==> config.mk <==
export PLATFORM = sky130hd
export DESIGN_NAME = detector_jogada_flat
export DESIGN_NICKNAME = d
export VERILOG_FILES = /design/src/rtl/detector_jogada_if.sv /design/src/rtl/detector_jogada.sv /design/src/flat_wrapper.sv
export SDC_FILE = /design/constraint.sdc
export NUM_CORES = 1
export LEC_CHECK = 0
export ABC_AREA = 1
export ABC_CLOCK_PERIOD_IN_PS = 2100
export BUFFER_PORTS_ARGS = -buffer_cell sky130_fd_sc_hd__buf_4
export CORE_MARGIN = 2
export CORE_UTILIZATION = 53
export CTS_CLUSTER_SIZE = 16
export DETAILED_ROUTE_END_ITERATION = 8
export GPL_ROUTABILITY_DRIVEN = 0
export PLACE_DENSITY = 0.83
export RECOVER_POWER = 25
export SLEW_MARGIN = 10
export SYNTH_ARGS = -nofsm -noshare
export SYNTH_HDL_FRONTEND = slang
export SYNTH_SLANG_ARGS = --single-unit
==> constraint.sdc <==
create_clock -name clock -period 2.1 [get_ports clock]
set_input_delay 0.105 -clock clock [delete_from_list [all_inputs] [get_ports clock]]
set_output_delay 0.105 -clock clock [all_outputs]
set_load 0.02 [all_outputs]
==> src/rtl/detector_jogada_if.sv <==
// ============================================================================
// Module  : detector_jogada_if
// Brief   : Button-side and play-side signals of the play detector.
// Revision: 1.0 - initial release
// ============================================================================
`default_nettype none

interface detector_jogada_if #(
  parameter int N_BOTOES = 4
);
  logic                enable;
  logic [N_BOTOES-1:0] botoes;
  logic                jogada;
  logic                jogada_invalida;
  logic [N_BOTOES-1:0] jogada_valor;
  logic [1:0]          db_estado;

  modport master (
    output enable, botoes,
    input  jogada, jogada_invalida, jogada_valor, db_estado
  );

  modport slave (
    input  enable, botoes,
    output jogada, jogada_invalida, jogada_valor, db_estado
  );
endinterface

`default_nettype wire

==> src/rtl/detector_jogada.sv <==
// ============================================================================
// Module  : detector_jogada
// Brief   : Synchronises and debounces the button lines and emits one
//           single-cycle play pulse (valid or invalid) per distinct press.
// Revision: 1.0 - initial release
// ============================================================================
`default_nettype none

module detector_jogada #(
  parameter int N_BOTOES        = 4,
  parameter int DEBOUNCE_CICLOS = 50000
) (
  input  logic                    clock,
  input  logic                    reset,
  detector_jogada_if.slave        bus
);

  localparam int CW = $clog2(DEBOUNCE_CICLOS);
  localparam logic [CW-1:0] CNT_MAX = CW'(DEBOUNCE_CICLOS - 1);

  typedef enum logic [1:0] {
    OCIOSO = 2'd0,
    FILTRA = 2'd1,
    EMITE  = 2'd2,
    SOLTA  = 2'd3
  } estado_t;

  estado_t             state_q, state_d;
  logic [N_BOTOES-1:0] sync1_q, sync1_d;
  logic [N_BOTOES-1:0] sync2_q, sync2_d;
  logic [N_BOTOES-1:0] p_q, p_d;
  logic [N_BOTOES-1:0] valor_q, valor_d;
  logic [CW-1:0]       cnt_q, cnt_d;
  logic [N_BOTOES-1:0] s;
  logic                p_onehot;

  assign s = sync2_q;
  // A pattern is a valid play only when exactly one bit is set.
  assign p_onehot = (p_q != '0) && ((p_q & (p_q - 1'b1)) == '0);

  always_ff @(posedge clock or negedge reset) begin
    if (!reset) begin
      state_q <= OCIOSO;
      sync1_q <= '0;
      sync2_q <= '0;
      p_q     <= '0;
      valor_q <= '0;
      cnt_q   <= '0;
    end else begin
      state_q <= state_d;
      sync1_q <= sync1_d;
      sync2_q <= sync2_d;
      p_q     <= p_d;
      valor_q <= valor_d;
      cnt_q   <= cnt_d;
    end
  end

  always_comb begin
    sync1_d = bus.botoes;
    sync2_d = sync1_q;
    state_d = state_q;
    p_d     = p_q;
    valor_d = valor_q;
    cnt_d   = cnt_q;

    case (state_q)
      OCIOSO: begin
        if (s != '0) begin
          cnt_d = '0;
          if (bus.enable) begin
            state_d = FILTRA;
            p_d     = s;
          end else begin
            state_d = SOLTA;
          end
        end
      end
      FILTRA: begin
        if (s == '0) begin
          state_d = OCIOSO;
        end else if (s != p_q) begin
          p_d   = s;
          cnt_d = '0;
        end else if (cnt_q == CNT_MAX) begin
          state_d = EMITE;
          valor_d = p_q;
        end else begin
          cnt_d = cnt_q + 1'b1;
        end
      end
      EMITE: begin
        state_d = SOLTA;
        cnt_d   = '0;
      end
      SOLTA: begin
        // Any activity while waiting for release restarts the release count.
        if (s != '0) begin
          cnt_d = '0;
        end else if (cnt_q == CNT_MAX) begin
          state_d = OCIOSO;
        end else begin
          cnt_d = cnt_q + 1'b1;
        end
      end
      default: state_d = OCIOSO;
    endcase
  end

  assign bus.jogada          = (state_q == EMITE) && p_onehot;
  assign bus.jogada_invalida = (state_q == EMITE) && !p_onehot;
  assign bus.jogada_valor    = valor_q;
  assign bus.db_estado       = state_q;

endmodule

`default_nettype wire

==> src/flat_wrapper.sv <==
// flat-port wrapper written by rule: the top's interface ports become plain ports
module detector_jogada_flat 
#(
  parameter int N_BOTOES        = 4,
  parameter int DEBOUNCE_CICLOS = 50000
)
  (clock, reset, bus_enable, bus_botoes, bus_jogada, bus_jogada_invalida, bus_jogada_valor, bus_db_estado);
  detector_jogada_if #(.N_BOTOES(N_BOTOES)) bus_i ();
  input  logic clock;
  input  logic reset;
  input wire logic [$bits(bus_i.enable)-1:0] bus_enable;
  input wire logic [$bits(bus_i.botoes)-1:0] bus_botoes;
  output wire logic [$bits(bus_i.jogada)-1:0] bus_jogada;
  output wire logic [$bits(bus_i.jogada_invalida)-1:0] bus_jogada_invalida;
  output wire logic [$bits(bus_i.jogada_valor)-1:0] bus_jogada_valor;
  output wire logic [$bits(bus_i.db_estado)-1:0] bus_db_estado;
  assign bus_i.enable = bus_enable;
  assign bus_i.botoes = bus_botoes;
  assign bus_jogada = bus_i.jogada;
  assign bus_jogada_invalida = bus_i.jogada_invalida;
  assign bus_jogada_valor = bus_i.jogada_valor;
  assign bus_db_estado = bus_i.db_estado;
  detector_jogada #(.N_BOTOES(N_BOTOES), .DEBOUNCE_CICLOS(DEBOUNCE_CICLOS)) u_core (.clock(clock), .reset(reset), .bus(bus_i));
endmodule
After elaboration in Yosys (flattened, before gate mapping)
Index checks and enable logic that the tools add are counted.
W data, S select, Z words.
{ "word_totals": {"register_bits": 34, "inputBits": 7, "output_inout_bits": 8, "elab_cells": 57} }
{ "op_classes": {"n_addsub": 2, "eq_ne": 13, "mux": 19, "bitwise_logic": 3, "reduce_logical": 14} }
{ "ops": {"columns": ["cell", "n"], "rows": [
  ["$mux W16", 5],
  ["$pmux W16 S4", 1],
  ["$add A16 B1 Y16 const B", 1],
  ["$eq A16 B16 Y1 const B", 1],
  ["$mux W4", 4],
  ["$mux W2", 7],
  ["$reduce_and A5 Y1", 2],
  ["$logic_not A4 Y1", 2],
  ["$pmux W2 S4", 1],
  ["$pmux W4 S2", 1],
  ["$reduce_bool A4 Y1", 2],
  ["$ne A2 B1 Y1 const B", 3],
  ["$ne A2 B2 Y1 const B", 3],
  ["$and A4 B4 Y4", 1],
  ["$eq A2 B2 Y1 const B", 2],
  ["$ne A4 B4 Y1", 1],
  ["$reduce_and A4 Y1", 1],
  ["$sub A4 B1 Y4 const B", 1],
  ["$logic_and A1 B1 Y1", 3],
  ["$ne A3 B1 Y1 const B", 1],
  ["$ne A3 B2 Y1 const B", 1],
  ["$eq A2 B1 Y1 const B", 1],
  ["$logic_not A2 Y1", 1],
  ["$not A1 Y1", 2],
  ["other kinds (3)", 3]
]} }

Logic depth before layout (Yosys ltp)
{ "depth": {"ltp_word": 6, "mapped_depth": 11, "ltp_nobuf": 11} }

Least setup slack after synthesis
OpenSTA, ideal clock, no wires.
{ "synth_timing": {"path_type": "register to output", "startpoint": "reg u_core.state_q[1], in the netlist u_core.bus.db_estado[1]", "endpoint": "out bus_jogada", "arrival_time_ns": 1.245, "path_slack_ns": 0.750, "path_stages_with_launch": 5, "cell_sequence": "dfrtp_1 inv_2 nor2_1 inv_1 nor2_1"} }
{ "synth_between": {"elab_chain_cells": 2} }
{ "synth_lines": {"columns": ["element", "line_no", "rtl"], "rows": [
  ["start, declared", "detector_jogada.sv:28", "estado_t state_q, state_d;"],
  ["start signal, assigned", "detector_jogada.sv:50", "state_q <= state_d;"],
  ["$eq A2 B2 Y1", "detector_jogada.sv:110", "assign bus.jogada = (state_q == EMITE) && p_onehot;"],
  ["$logic_and A1 B1 Y1", "detector_jogada.sv:110", null],
  ["end, declared", "flat_wrapper.sv:13", "output wire logic [$bits(bus_i.jogada)-1:0] bus_jogada;"]
]} }
Every way passes these cells.

Worst setup path in the final report
{ "layout_timing": {"startpoint": "reg u_core.state_q[1], in the netlist u_core.bus.db_estado[1]", "endpoint": "out bus_jogada_invalida"} }
{ "layout_between": {"elab_chain_cells": 2} }
{ "layout_lines": {"columns": ["element", "line_no", "rtl"], "rows": [
  ["$eq A2 B2 Y1", "detector_jogada.sv:111", "assign bus.jogada_invalida = (state_q == EMITE) && !p_onehot;"],
  ["$logic_and A1 B1 Y1", "detector_jogada.sv:111", null],
  ["end, declared", "flat_wrapper.sv:14", "output wire logic [$bits(bus_i.jogada_invalida)-1:0] bus_jogada_invalida;"]
]} }
Every way passes these cells.

==> results.cfg <==
[logic_synthesis]
synthSimpleGateAreaFrac = 0.367
ys_seq_elements = 34
syn_inst = 250
ys_async_sr_fraction = 1.00
synth_top_family_by_area = simple AND/OR/NAND/NOR gates
synth_mux_area_frac = 0
synth_area_um2 = 1870
yosysMostFrequentCell = nand2_1
synth-xor-area-share = 0.0282
syn_nets = 258
yosysSeqAreaShare = 0.456
synth.distinct_cells = 26
synth.top_cells.by_count = nand2_1 (70), nor2_1 (39), dfrtp_1 (34), inv_1 (34), o21ai_0 (15)
synthAdderAreaFrac = 0.00671
synth_area_leaders = dfrtp_1 (46%), nand2_1 (14%), nor2_1 (7.8%), inv_1 (6.8%), o21ai_0 (4.0%)
yosysWarnings = 0
avgSynthCellArea_um2 = 7.46
synth_compound_area_frac = 0.0637
synth-edff-count = 0
yosysTopAreaCell = dfrtp_1
ys.flop_type = dfrtp_1
yosysTopAreaCellShare = 0.456

[sta]
hold_violations = 0
skew_ns = 0.00978
min_period_ns = 1.66
timing.hold.ws_ns = 0.187
slew_viol_final = 0
setup_viol = 0
relSlewSlack = 0.460
worstMarginPinSlew_ns = 0.809
period_share = 0.791
fmax_mhz = 602
rsz0062_at_grt = no
finalSetupTns_ns = 0

[place]
dp_hpwl_mm = 2.68
dpl_cell_area_um2 = 2030
portBuffers = 14

[detailed_routing]
top_layer = met4
drc_errors = 0
met2WireLength_mm = 1.63
drt-pass1-iter-count = 4
dr.first_iter.drc_count = 79
drt-total-wl_mm = 3.59
wl_per_cell_um = 11.1
vias = 1562
wl_met3_um = 181
met1_length_mm = 1.73
viasPerCell = 4.84
ant_nets = 0

[finish]
fillers = 305
synthToLayoutAreaGrowth_pct = 14.7
diodes = 0
nets = 284
drive_gt1_frac = 0.166
postLayoutCellArea_um2 = 2140

[global_route]
gr-usage-all-layers = 0.209
grt_remaining_overflow = 0
grt_pass1_wl_mm = 6.53
grt_max_degree = 35
grt_pass1_vias = 1507
antenna_found_initial = 0

[die]
dieWidth_um = 63.3
start_util = 0.555
ioPinCount = 15
dieArea_um2 = 4010
die_h_um = 63.3
core.rowCount = 21
core_area_um2 = 3360

[worst_hold_path]
hold_depth = 6
hold_path.class = input pin to flop
holdPathEnd = u_core.bus.db_estado[1]$_DFFE_PN0P_
min_from = bus_enable

[cts]
numCtsBuffers = 5
clockBufferDepth = 2
cts.repair.resized = 0
path_clk_slew_ns = 0.10
clk_latency_ns = 0.34
cts_tree = done
clockRootBuffer = clkbuf_4
cts_num_sinks = 34
htreeDepth = 2
cts_setup_buffers = 0

[setup_path]
crit_type = flop to output port
rr_startpoint = u_core.cnt_q[0]$_DFFE_PN0P_
cp-end-kind = output port
path_max_fanout = 6
r2r_slack_ns = 0.53
r2r_cells = 10
required_ns = 2.00
reg2reg_to = u_core.cnt_q[3]$_DFFE_PN0P_
start_kind = flop
crit_start = u_core.bus.db_estado[1]$_DFFE_PN0P_
critical_path_arrival_ns = 1.56

[power_and_ir_drop]
p_leak_nw = 1.02
power.total_mw = 1.10
irDropWorstVdd_v = 0.000380
powerDensity_nw_per_um2 = 512

[job]
drv_cap = 0

[run_status]
status = completed
how the worst max path moves through the flow:
| stage | end | slack [ns] | cells past startpoint |
|---|---|---|---|
| 2_1_floorplan | bus_jogada | 0.75 | 4 |
| 3_3_place_gp | u_core.cnt_q[3]$_DFFE_PN0P_ | 0.61 | 10 |
| 3_5_place_dp | u_core.cnt_q[3]$_DFFE_PN0P_ | 0.57 | 10 |
| 4_1_cts | bus_jogada_invalida | 0.44 | 5 |
| 5_1_grt | bus_jogada | 0.32 | 5 |
| 6_report | bus_jogada_invalida | 0.44 | 5 |
placed cells by master, fill, tap and decap left out, drive strengths merged:
master	count
buf	9
dlygate4sd3	5
dfrtp	34
xnor2	3
nor2	47
nor3	5
ha	1
o21ai	17
and2	1
xor2	3
clkinv	1
nand3	13
clkbuf	11
clkinvlp	1
nand2	77
a31oi	1
o22ai	1
nand4	5
a21oi	2
nor3b	1
inv	39
stage by stage:
stage / setup slack (ns) / std cells / utilization
floorplan: 0.750 / 250 / -
global placement: 0.615 / 310 / 0.603
detailed placement: 0.572 / 310 / 0.603
CTS: 0.435 / 323 / 0.637
global route: 0.324 / 323 / 0.636
finish: 0.438 / 323 / 0.636
cell type report:
cell class                      instances  area [um^2]  share of cell area
Multi-Input combinational cell        177          868               0.406
Tap cell                               46         57.6              0.0269
Sequential cell                        34          851               0.398
Clock buffer                            6         51.3              0.0240
Timing Repair Buffer                   19          153              0.0713
Clock inverter                          2         12.5             0.00585
Inverter                               39          146              0.0684
timing repair:
item | 4_1_cts | 5_1_grt
setup endpoints to repair | 0 | 0
hold buffers | 5 | 0
endpoints found under the hold margin | 38 | 0
worst max-delay path: stages (launching register included):
cell and delay, ns:
dfrtp_1 0.47, inv_2 0.10, nor2_1 0.29, inv_1 0.11
nor2_1 0.11, buf_4 0.14
cell families (layout without fill, tap and decap cells):
| logic type | count (synthesis) | in the layout |
|---|---|---|
| compound gates | 21 | 21 |
| xor+xnor | 6 | 6 |
| fa+ha+maj | 1 | 1 |
| buf+inv | 39 | 66 |
| flops | 34 | 34 |
| simple gates | 149 | 149 |
power by group:
part	internal, mW	switching [mW]
logic	0.0183	0.0274
clock network	0.161	0.221
registers	0.663	0.00504
sequential cells by signal (all words and copies together) (netlist names):
register,count
u_core.bus.db_estado,2
u_core.cnt_q,16
u_core.sync1_q,4
u_core.p_q,4
u_core.bus.jogada_valor,4
u_core.s,4
metal layers:
metal  track usage  vias up
met5             0        -
met4        0.0842        0
met3        0.0625        5
met2         0.333       35
met1         0.267      699
li1              -      823
(Power assumes the default switching activity.)
